==> src/rtl/axi_rd_arbiter_pkg.sv <==
// Shared definitions for the memory-side arbiters (read path now, write path later).
//   rd_arb_state_e : read arbiter FSM states
//   ID_ICACHE/ID_DCACHE : AXI IDs used to tag each requester's transactions
//   BURST_INCR : AXI INCR burst encoding
//   owner_id() : AXI ID owning the bus in a given read-arbiter state
package mem_arb_pkg;

  typedef enum logic [2:0] {
    StIdle = 3'd0,
    StArI  = 3'd1,
    StArD  = 3'd2,
    StRI   = 3'd3,
    StRD   = 3'd4
  } rd_arb_state_e;

  localparam logic [3:0] ID_ICACHE  = 4'd0;
  localparam logic [3:0] ID_DCACHE  = 4'd1;
  localparam logic [1:0] BURST_INCR = 2'b01;

  function automatic logic [3:0] owner_id(rd_arb_state_e st);
    return ((st == StArD) || (st == StRD)) ? ID_DCACHE : ID_ICACHE;
  endfunction

endpackage

==> src/rtl/axi_rd_arbiter_if.sv <==
// Signal bundle for axi_rd_arbiter: two cache-side AR/R requester ports (i_*, d_*) and the
// shared AXI read channel (AR/R) toward the top-level master port.
//   modport master : the arbiter's view (drives the bus AR fields and cache-side returns)
//   modport slave  : the environment's view (caches plus AXI slave)
interface axi_rd_arbiter_if;

  // i_cache requester
  logic [31:0] i_araddr;
  logic [7:0]  i_arlen;
  logic [2:0]  i_arsize;
  logic        i_arvalid;
  logic        i_arready;
  logic [31:0] i_rdata;
  logic        i_rlast;
  logic        i_rvalid;
  logic        i_rready;

  // d_cache requester
  logic [31:0] d_araddr;
  logic [7:0]  d_arlen;
  logic [2:0]  d_arsize;
  logic        d_arvalid;
  logic        d_arready;
  logic [31:0] d_rdata;
  logic        d_rlast;
  logic        d_rvalid;
  logic        d_rready;

  // AXI read channel
  logic [3:0]  arid;
  logic [31:0] araddr;
  logic [7:0]  arlen;
  logic [2:0]  arsize;
  logic [1:0]  arburst;
  logic [1:0]  arlock;
  logic [3:0]  arcache;
  logic [2:0]  arprot;
  logic        arvalid;
  logic        arready;
  logic [3:0]  rid;
  logic [31:0] rdata;
  logic [1:0]  rresp;
  logic        rlast;
  logic        rvalid;
  logic        rready;

  // Sticky protocol error flag
  logic        rid_err;

  modport master (
    input  i_araddr, i_arlen, i_arsize, i_arvalid, i_rready,
    output i_arready, i_rdata, i_rlast, i_rvalid,
    input  d_araddr, d_arlen, d_arsize, d_arvalid, d_rready,
    output d_arready, d_rdata, d_rlast, d_rvalid,
    output arid, araddr, arlen, arsize, arburst, arlock, arcache, arprot, arvalid,
    input  arready,
    input  rid, rdata, rresp, rlast, rvalid,
    output rready,
    output rid_err
  );

  modport slave (
    output i_araddr, i_arlen, i_arsize, i_arvalid, i_rready,
    input  i_arready, i_rdata, i_rlast, i_rvalid,
    output d_araddr, d_arlen, d_arsize, d_arvalid, d_rready,
    input  d_arready, d_rdata, d_rlast, d_rvalid,
    input  arid, araddr, arlen, arsize, arburst, arlock, arcache, arprot, arvalid,
    output arready,
    output rid, rdata, rresp, rlast, rvalid,
    input  rready,
    input  rid_err
  );

endinterface

==> src/rtl/axi_rd_arbiter_starve_counter.sv <==
// starve_counter: saturating wait counter used to force fairness in the cache arbiters.
//   clk, rst : clock, synchronous active-high reset
//   inc_i    : count one more waiting cycle (saturates at all-ones)
//   clr_i    : clear the count; wins over inc_i
//   cnt_o    : current count
//   hit_o    : count has reached Limit
module starve_counter #(
  parameter int unsigned Limit = 8,
  parameter int unsigned Width = 4
) (
  input  logic             clk,
  input  logic             rst,
  input  logic             inc_i,
  input  logic             clr_i,
  output logic [Width-1:0] cnt_o,
  output logic             hit_o
);

  logic [Width-1:0] cnt_q, cnt_d;

  always_comb begin
    cnt_d = cnt_q;
    if (clr_i) begin
      cnt_d = '0;
    end else if (inc_i && (cnt_q != '1)) begin
      cnt_d = cnt_q + 1'b1;
    end
  end

  always_ff @(posedge clk) begin
    if (rst) begin
      cnt_q <= '0;
    end else begin
      cnt_q <= cnt_d;
    end
  end

  assign cnt_o = cnt_q;
  assign hit_o = (cnt_q >= Width'(Limit));

endmodule

==> src/rtl/axi_rd_arbiter.sv <==
// axi_rd_arbiter: shares the core's single AXI read channel between i_cache and d_cache.
// d_cache wins by default; i_cache is forced through once it has waited STARVE_LIMIT cycles.
// The grant is locked from the AR handshake until the final R beat; at most one read is in
// flight and every burst is followed by at least one idle arbitration cycle.
//   clk, rst : clock, synchronous active-high reset
//   bus      : requester and AXI read-channel signals (see axi_rd_arbiter_if)
// STARVE_LIMIT must be below 2**CNT_W.
module axi_rd_arbiter
  import mem_arb_pkg::*;
#(
  parameter int unsigned STARVE_LIMIT = 8,
  parameter int unsigned CNT_W        = 4
) (
  input  logic             clk,
  input  logic             rst,
  axi_rd_arbiter_if.master bus
);

  rd_arb_state_e    state_q, state_d;
  logic             rid_err_q, rid_err_d;
  logic [CNT_W-1:0] starve_cnt;
  logic             starve_hit;
  logic             starve_inc;
  logic             starve_clr;

  // Response status is not propagated to the caches.
  logic unused_rresp;
  assign unused_rresp = ^bus.rresp;

  // Count is kept visible for debug; the decision only needs the hit flag.
  logic unused_starve_cnt;
  assign unused_starve_cnt = ^starve_cnt;

  // ---------------------------------------------------------------------------------------
  // State register
  // ---------------------------------------------------------------------------------------
  always_ff @(posedge clk) begin
    if (rst) begin
      state_q   <= StIdle;
      rid_err_q <= 1'b0;
    end else begin
      state_q   <= state_d;
      rid_err_q <= rid_err_d;
    end
  end

  // ---------------------------------------------------------------------------------------
  // Next state
  // ---------------------------------------------------------------------------------------
  always_comb begin
    state_d = state_q;
    unique case (state_q)
      StIdle: begin
        if (bus.d_arvalid && !(bus.i_arvalid && starve_hit)) begin
          state_d = StArD;
        end else if (bus.i_arvalid) begin
          state_d = StArI;
        end
      end
      StArI: begin
        // A withdrawn request returns to arbitration without issuing anything.
        if (!bus.i_arvalid) begin
          state_d = StIdle;
        end else if (bus.arready) begin
          state_d = StRI;
        end
      end
      StArD: begin
        if (!bus.d_arvalid) begin
          state_d = StIdle;
        end else if (bus.arready) begin
          state_d = StRD;
        end
      end
      StRI: begin
        if (bus.rvalid && bus.i_rready && bus.rlast) begin
          state_d = StIdle;
        end
      end
      StRD: begin
        if (bus.rvalid && bus.d_rready && bus.rlast) begin
          state_d = StIdle;
        end
      end
      default: state_d = StIdle;
    endcase
  end

  // ---------------------------------------------------------------------------------------
  // Outputs
  // ---------------------------------------------------------------------------------------
  always_comb begin
    bus.arvalid   = 1'b0;
    bus.arid      = owner_id(state_q);
    bus.araddr    = '0;
    bus.arlen     = '0;
    bus.arsize    = '0;
    bus.i_arready = 1'b0;
    bus.d_arready = 1'b0;
    bus.rready    = 1'b0;
    bus.i_rvalid  = 1'b0;
    bus.d_rvalid  = 1'b0;
    bus.i_rlast   = 1'b0;
    bus.d_rlast   = 1'b0;
    // Data is qualified by the per-requester valids, so it needs no mux.
    bus.i_rdata   = bus.rdata;
    bus.d_rdata   = bus.rdata;
    unique case (state_q)
      StArI: begin
        bus.arvalid   = bus.i_arvalid;
        bus.araddr    = bus.i_araddr;
        bus.arlen     = bus.i_arlen;
        bus.arsize    = bus.i_arsize;
        bus.i_arready = bus.arready;
      end
      StArD: begin
        bus.arvalid   = bus.d_arvalid;
        bus.araddr    = bus.d_araddr;
        bus.arlen     = bus.d_arlen;
        bus.arsize    = bus.d_arsize;
        bus.d_arready = bus.arready;
      end
      StRI: begin
        bus.i_rvalid = bus.rvalid;
        bus.i_rlast  = bus.rlast;
        bus.rready   = bus.i_rready;
      end
      StRD: begin
        bus.d_rvalid = bus.rvalid;
        bus.d_rlast  = bus.rlast;
        bus.rready   = bus.d_rready;
      end
      default: ;
    endcase
  end

  assign bus.arburst = BURST_INCR;
  assign bus.arlock  = '0;
  assign bus.arcache = '0;
  assign bus.arprot  = '0;
  assign bus.rid_err = rid_err_q;

  // A beat tagged for the wrong requester is still delivered; only the flag records it.
  always_comb begin
    rid_err_d = rid_err_q;
    if (((state_q == StRI) || (state_q == StRD)) && bus.rvalid &&
        (bus.rid != owner_id(state_q))) begin
      rid_err_d = 1'b1;
    end
  end

  // ---------------------------------------------------------------------------------------
  // i_cache starvation tracking
  // ---------------------------------------------------------------------------------------
  always_comb begin
    starve_inc = bus.i_arvalid && !((state_q == StArI) || (state_q == StRI));
    starve_clr = (state_q == StIdle) && (state_d == StArI);
  end

  starve_counter #(
    .Limit(STARVE_LIMIT),
    .Width(CNT_W)
  ) u_starve_counter (
    .clk  (clk),
    .rst  (rst),
    .inc_i(starve_inc),
    .clr_i(starve_clr),
    .cnt_o(starve_cnt),
    .hit_o(starve_hit)
  );

endmodule

==> src/flat_wrapper.sv <==
// flat-port wrapper written by rule: the top's interface ports become plain ports
module axi_rd_arbiter_flat import mem_arb_pkg::*;
#(
  parameter int unsigned STARVE_LIMIT = 8,
  parameter int unsigned CNT_W        = 4
)
  (clk, rst, bus_i_araddr, bus_i_arlen, bus_i_arsize, bus_i_arvalid, bus_i_rready, bus_i_arready, bus_i_rdata, bus_i_rlast, bus_i_rvalid, bus_d_araddr, bus_d_arlen, bus_d_arsize, bus_d_arvalid, bus_d_rready, bus_d_arready, bus_d_rdata, bus_d_rlast, bus_d_rvalid, bus_arid, bus_araddr, bus_arlen, bus_arsize, bus_arburst, bus_arlock, bus_arcache, bus_arprot, bus_arvalid, bus_arready, bus_rid, bus_rdata, bus_rresp, bus_rlast, bus_rvalid, bus_rready, bus_rid_err);
  axi_rd_arbiter_if bus_i ();
  input  logic clk;
  input  logic rst;
  input wire logic [$bits(bus_i.i_araddr)-1:0] bus_i_araddr;
  input wire logic [$bits(bus_i.i_arlen)-1:0] bus_i_arlen;
  input wire logic [$bits(bus_i.i_arsize)-1:0] bus_i_arsize;
  input wire logic [$bits(bus_i.i_arvalid)-1:0] bus_i_arvalid;
  input wire logic [$bits(bus_i.i_rready)-1:0] bus_i_rready;
  output wire logic [$bits(bus_i.i_arready)-1:0] bus_i_arready;
  output wire logic [$bits(bus_i.i_rdata)-1:0] bus_i_rdata;
  output wire logic [$bits(bus_i.i_rlast)-1:0] bus_i_rlast;
  output wire logic [$bits(bus_i.i_rvalid)-1:0] bus_i_rvalid;
  input wire logic [$bits(bus_i.d_araddr)-1:0] bus_d_araddr;
  input wire logic [$bits(bus_i.d_arlen)-1:0] bus_d_arlen;
  input wire logic [$bits(bus_i.d_arsize)-1:0] bus_d_arsize;
  input wire logic [$bits(bus_i.d_arvalid)-1:0] bus_d_arvalid;
  input wire logic [$bits(bus_i.d_rready)-1:0] bus_d_rready;
  output wire logic [$bits(bus_i.d_arready)-1:0] bus_d_arready;
  output wire logic [$bits(bus_i.d_rdata)-1:0] bus_d_rdata;
  output wire logic [$bits(bus_i.d_rlast)-1:0] bus_d_rlast;
  output wire logic [$bits(bus_i.d_rvalid)-1:0] bus_d_rvalid;
  output wire logic [$bits(bus_i.arid)-1:0] bus_arid;
  output wire logic [$bits(bus_i.araddr)-1:0] bus_araddr;
  output wire logic [$bits(bus_i.arlen)-1:0] bus_arlen;
  output wire logic [$bits(bus_i.arsize)-1:0] bus_arsize;
  output wire logic [$bits(bus_i.arburst)-1:0] bus_arburst;
  output wire logic [$bits(bus_i.arlock)-1:0] bus_arlock;
  output wire logic [$bits(bus_i.arcache)-1:0] bus_arcache;
  output wire logic [$bits(bus_i.arprot)-1:0] bus_arprot;
  output wire logic [$bits(bus_i.arvalid)-1:0] bus_arvalid;
  input wire logic [$bits(bus_i.arready)-1:0] bus_arready;
  input wire logic [$bits(bus_i.rid)-1:0] bus_rid;
  input wire logic [$bits(bus_i.rdata)-1:0] bus_rdata;
  input wire logic [$bits(bus_i.rresp)-1:0] bus_rresp;
  input wire logic [$bits(bus_i.rlast)-1:0] bus_rlast;
  input wire logic [$bits(bus_i.rvalid)-1:0] bus_rvalid;
  output wire logic [$bits(bus_i.rready)-1:0] bus_rready;
  output wire logic [$bits(bus_i.rid_err)-1:0] bus_rid_err;
  assign bus_i.i_araddr = bus_i_araddr;
  assign bus_i.i_arlen = bus_i_arlen;
  assign bus_i.i_arsize = bus_i_arsize;
  assign bus_i.i_arvalid = bus_i_arvalid;
  assign bus_i.i_rready = bus_i_rready;
  assign bus_i_arready = bus_i.i_arready;
  assign bus_i_rdata = bus_i.i_rdata;
  assign bus_i_rlast = bus_i.i_rlast;
  assign bus_i_rvalid = bus_i.i_rvalid;
  assign bus_i.d_araddr = bus_d_araddr;
  assign bus_i.d_arlen = bus_d_arlen;
  assign bus_i.d_arsize = bus_d_arsize;
  assign bus_i.d_arvalid = bus_d_arvalid;
  assign bus_i.d_rready = bus_d_rready;
  assign bus_d_arready = bus_i.d_arready;
  assign bus_d_rdata = bus_i.d_rdata;
  assign bus_d_rlast = bus_i.d_rlast;
  assign bus_d_rvalid = bus_i.d_rvalid;
  assign bus_arid = bus_i.arid;
  assign bus_araddr = bus_i.araddr;
  assign bus_arlen = bus_i.arlen;
  assign bus_arsize = bus_i.arsize;
  assign bus_arburst = bus_i.arburst;
  assign bus_arlock = bus_i.arlock;
  assign bus_arcache = bus_i.arcache;
  assign bus_arprot = bus_i.arprot;
  assign bus_arvalid = bus_i.arvalid;
  assign bus_i.arready = bus_arready;
  assign bus_i.rid = bus_rid;
  assign bus_i.rdata = bus_rdata;
  assign bus_i.rresp = bus_rresp;
  assign bus_i.rlast = bus_rlast;
  assign bus_i.rvalid = bus_rvalid;
  assign bus_rready = bus_i.rready;
  assign bus_rid_err = bus_i.rid_err;
  axi_rd_arbiter #(.STARVE_LIMIT(STARVE_LIMIT), .CNT_W(CNT_W)) u_core (.clk(clk), .rst(rst), .bus(bus_i));
endmodule
==> config.mk <==
export PLATFORM = sky130hd
export DESIGN_NAME = axi_rd_arbiter_flat
export DESIGN_NICKNAME = d
export VERILOG_FILES = /design/src/rtl/axi_rd_arbiter_pkg.sv /design/src/rtl/axi_rd_arbiter_if.sv /design/src/rtl/axi_rd_arbiter_starve_counter.sv /design/src/rtl/axi_rd_arbiter.sv /design/src/flat_wrapper.sv
export SDC_FILE = /design/constraint.sdc
export NUM_CORES = 1
export LEC_CHECK = 0
export ABC_AREA = 1
export CORE_AREA = 4 4 100 102
export CTS_BUF_LIST = sky130_fd_sc_hd__clkbuf_16
export CTS_CLUSTER_SIZE = 12
export DETAILED_ROUTE_END_ITERATION = 6
export DIE_AREA = 0 0 104 106
export GPL_ROUTABILITY_DRIVEN = 0
export GPL_TIMING_DRIVEN = 0
export PLACE_DENSITY = 0.7
export SETUP_SLACK_MARGIN = 0.3
export SLEW_MARGIN = 25
export SYNTH_ARGS = -nofsm -noshare
export SYNTH_HDL_FRONTEND = slang
export SYNTH_SLANG_ARGS = --single-unit
==> constraint.sdc <==
create_clock -name clk -period 1.7 [get_ports clk]
set_clock_uncertainty 0.15 [all_clocks]
set_input_delay 0.34 -clock clk [delete_from_list [all_inputs] [get_ports clk]]
set_output_delay 0.34 -clock clk [all_outputs]
set_load 0.01 [all_outputs]
Word level (Yosys, flattened, before mapping):

Index checks and enable logic that the tools add are counted.

* register bits after elaboration: 8
* output and inout bits: 131
* logic and storage cells: 51

* $add $sub $neg: 1
* magnitude comparators: 1
* equal/unequal tests: 7
* mux-type cells: 21
* reductions and logical operators: 18

Operators by type and width (number)
* case mux 32 bit (2 select lines): 1
* two-way mux 3 bit: 8
* case mux 8 bit (2 select lines): 1
* case mux 3 bit (5 select lines): 1
* logical AND 1 bit: 11
* two-way mux 1 bit: 7
* equality test 3 x 1 -> 1 bit, second input constant: 2
* equality test 3 x 2 -> 1 bit, second input constant: 2
* case mux 3 bit (2 select lines): 1
* adder 4 x 1 -> 4 bit, second input constant: 1
* >= comparator 4 bit, second input constant: 1
* inequality test 4 bit: 1
* inequality test 4 bit, second input constant: 1
* case mux 1 bit (2 select lines): 2
* equality test 3 bit, second input constant: 1
* zero test 3 bit: 1
* logical OR 1 bit: 3
* zero test 1 bit: 2
* OR reduction 2 bit: 1

Logic depth before layout (Yosys ltp):

* depth in word-level cells: 9
* gate-level depth with buffers: 7

Cells and area by module:

Synthesis repeated with hierarchy kept, for this count alone.

* cells, all modules: 224
* area, all modules: 1585.3 um2

Modules (own cells, without submodules)
* axi_rd_arbiter: times used 1, cells each 190, area each 1365.1 um2, sequential area each 80.1 um2
* starve_counter: times used 1, cells each 34, area each 220.2 um2, sequential area each 80.1 um2

Worst setup path before layout:

OpenSTA, ideal clock, no wires.

* path type: register to output
* from: reg u_core.state_q[0]
* to: out bus_araddr[10]
* arrival: 1010 ps
* path slack: 200 ps
* cell stages (with the launch flop): 6
* path through: dfxtp_1 -> inv_2 -> nand3_4 -> inv_4 -> buf_6 -> a22o_1

* cells in the longest elaborated chain, start to end: 2
* elaborated cells on any way between the ends: 3
* classes of those cells: eq/ne (2); mux (1)

RTL lines
* start, declared: RTL line axi_rd_arbiter.sv:19 `rd_arb_state_e state_q, state_d;`
* start signal, assigned: RTL line axi_rd_arbiter.sv:39 `state_q <= StIdle;`
* start signal, assigned: RTL line axi_rd_arbiter.sv:42 `state_q <= state_d;`
* equality test 3 x 2 -> 1 bit / equality test 3 x 1 -> 1 bit (equally long branches): RTL line axi_rd_arbiter.sv:108 `unique case (state_q)`
* case mux 32 bit (2 select lines) *: RTL line axi_rd_arbiter.sv:108
* end, declared: RTL line flat_wrapper.sv:30 `output wire logic [$bits(bus_i.araddr)-1:0] bus_araddr;`

Mark *: on every way between the ends. The rest lies on a longest branch, timed or not.

Final worst setup path:

* from: reg u_core.state_q[1]
* to: out bus_araddr[15]

The elaborated chain is that of the path after synthesis.

==> metrics <==
post-route ant nets 0; pre-CTS setup slack -0.486 ns; TritonRoute pass-1 iters 4; Die Span Y between 100 and 150 um; Wirelength per Cell ~16 um; dpl hpwl 7.61 mm; Adder-Cell Fraction of Synth Area between 1.5 and 2%; area share of and/or/nand/nor cells after synthesis between 10% and 20%; crit-path cells buf_6 -> nand3_4 -> inv_8 -> buf_6 -> a22o_1 -> buf_2; Die Area between 10000 and 15000 um2; placed instance count between 500 and 600; P per Cell Area ~420 nW/um2; storage element area 176 um2; PortBufs 215; post-route clock period utilization 110%; PnR Total Power roughly 1.8 mW; Seq/Total Area, Yosys roughly a tenth; max incr delay on CP 0.36 ns; ANT cells 0; CP required 1.21 ns; Fin Hold WS 0.316 ns; Num CTS Buffers 3; Initial DRC Count 71; FF-to-FF setup slack approximately 0.15 ns; number of fill cells a little over 900; Mapped Cells about 220; mux share of post-synthesis cell area 0%; RSZ-0062 raised after global routing yes; Crit. Startpoint u_core.state_q[1]$_SDFF_PP0_; GR Util All Layers 14.9%; Cell Rows 35; global-route wire length before repair between 10 and 15 mm; Ports 264; placed standard-cell area ~4000 um2; Setup crit start kind register; Top cell by count, worst path buf_6; via/cell ratio around 4.0; Die Wd between 100 and 150 um; Final Max Tran Viols 0; H-tree depth 1; final setup margin -0.175 ns; Worst R2R Path Depth 9; top post-synthesis cells by area buf_4 (36%), a22o_1 (23%), dfxtp_1 (9.8%); mapped cell area about 1600 um2; CP max-delay cell dfxtp_4; GRT overflow 0; commonest non-fill, non-tap cells in the layout clkdlybuf4s50_1 (92), buf_4 (88), dlygate4sd2_1 (71), a22o_1 (43), buf_2 (42); final setup fails 50; Worst EP arrival 1.38 ns; r2r endpoint u_core.bus.rid_err$_SDFFE_PP0P_; Syn-to-layout area delta 160%; VDD IR max around 0.00033 V; layout cells sized above 1 between 40% and 50%; Clock Latency Late Sink 0.24 ns; failing checks setup timing; Setup crit end kind output port; XOR/XNOR share of the synthesized area under 10%; fmax 533 MHz; Initial Utilization 17.9%; largest net degree at the start of global routing 11; multi-input logic area around 980 um2; LEAKAGE 2.13 nW; Hold Path Class register to register; most common cell after layout, fill and taps aside clkdlybuf4s50_1; hold path depth 2; run status finished, violations left; core area between 9000 and 10000 um2; DRC errors left 0; endpoint of the worst hold path u_core.bus.rid_err$_SDFFE_PP0P_; synthesis-stage register bit count 8; DR vias approximately 2300; crit-path max FO 8; antenna violations before repair 0; CTS Root Cell clkbuf_16; fin area between 4000 and 5000 um2; Critical R2R Launch u_core.state_q[1]$_SDFF_PP0_; CTS sink cnt 8; final WL ~9.3 mm; area leader, netlist buf_4; HP Start u_core.bus.rid_err$_SDFFE_PP0P_; share of the synthesized area in the top cell type about 36%; Worst-path clk slew approximately 0.040 ns; vias in the first global route approximately 2300; CTS tree built; Synth Area per Inst between 7 and 8 um2; Yosys warnings 0; Compound-Gate Fraction of Synth Area a little over a quarter; max cap viols 0; final core utilization 46.7%; Hold Fails Final Rpt 0; Max clock buf depth 2; Yosys cell types 27; largest family of logic cells by synthesized area buffers and inverters; setup_tns -6.68 ns; Cell Count, Final, Fillers Out slightly below 600; crit path time final about 1.9 ns; WS Path Type register to output port; nets@finish roughly 610
-- cells by family (layout without fill, tap and decap cells) --
kind of cell / Yosys count / in the layout
compound gates: 53 / 53
fa+ha+maj: 2 / 2
xor+xnor: 3 / 3
other cells: 2 / 14
simple gates: 43 / 43
flops: 8 / 8
buf+inv: 104 / 347
-- per-layer routing --
metal	track usage (%)	up-vias	routed length, um
li1	-	1156	-
met1	16.2	1069	3380
met2	28.7	115	5080
met3	4.19	6	745
met4	2.94	0	92
met5	0	-	0
-- flip-flops by register name, indices dropped and copies added (netlist names) --
name and cells:
u_core.u_starve_counter.cnt_o 4, u_core.state_q 3, u_core.bus.rid_err 1
-- what timing repair did --
action                                  CTS  global route
hold buffers                              0             0
endpoints found under the setup margin  122            59
gates cloned                              3             1
setup buffers                            13             7
resized for setup                       313            52
pin swaps                                 4            15
-- report_power, final --
| part | internal [mW] | switching [mW] | total (mW) |
|---|---|---|---|
| sequential | 0.200 | 0.0168 | 0.216 |
| clock | 0.307 | 0.0987 | 0.406 |
| combinational | 0.701 | 0.466 | 1.17 |
-- worst max-delay path by stage --
| stage | depth (start not counted) | endpoint | slack [ns] |
|---|---|---|---|
| floorplan | 5 | bus_araddr[10] | 0.27 |
| global placement | 4 | bus_arvalid | -0.50 |
| detailed placement | 4 | bus_arvalid | -0.49 |
| CTS | 6 | bus_araddr[15] | -0.17 |
| global route | 7 | bus_arsize[1] | -0.21 |
| finish | 6 | bus_araddr[15] | -0.17 |
-- Yosys cell counts --
cell type and n:
a22o_1 43, nand2_2 3, inv_2 4, inv_4 1, a21oi_1 4, nand2_1 9
nor2_4 1, nor2_1 13, a31oi_1 2, nor3_2 1, nor2_2 1, conb_1 2
xor2_1 2, o21ai_0 2, inv_1 13, o22ai_1 1, a21oi_2 1, ha_1 2
nor3_1 5, buf_6 8, and2_1 1, buf_4 78, xnor2_1 1, nand3_4 2
nand3_1 6, dfxtp_1 8, nand3_2 1
-- cell type report --
| class | instances | share of cell area (%) |
|---|---|---|
| sequential | 8 | 4.15 |
| timing repair buffer | 239 | 49.6 |
| inverter | 18 | 2.12 |
| clock inverter | 1 | 0.0882 |
| buffer | 86 | 16.1 |
| multi-input combinational | 115 | 22.9 |
| tap | 111 | 3.26 |
| clock buffer | 3 | 1.76 |
-- worst max-delay path: cells and delay by family (launching register included) --
| family | cells | cell delay (ns) |
|---|---|---|
| compound gates | 1 | 0.23 |
| buf+inv | 4 | 0.46 |
| flops | 1 | 0.36 |
| simple gates | 1 | 0.09 |
Power figures use the tool's default switching activity.
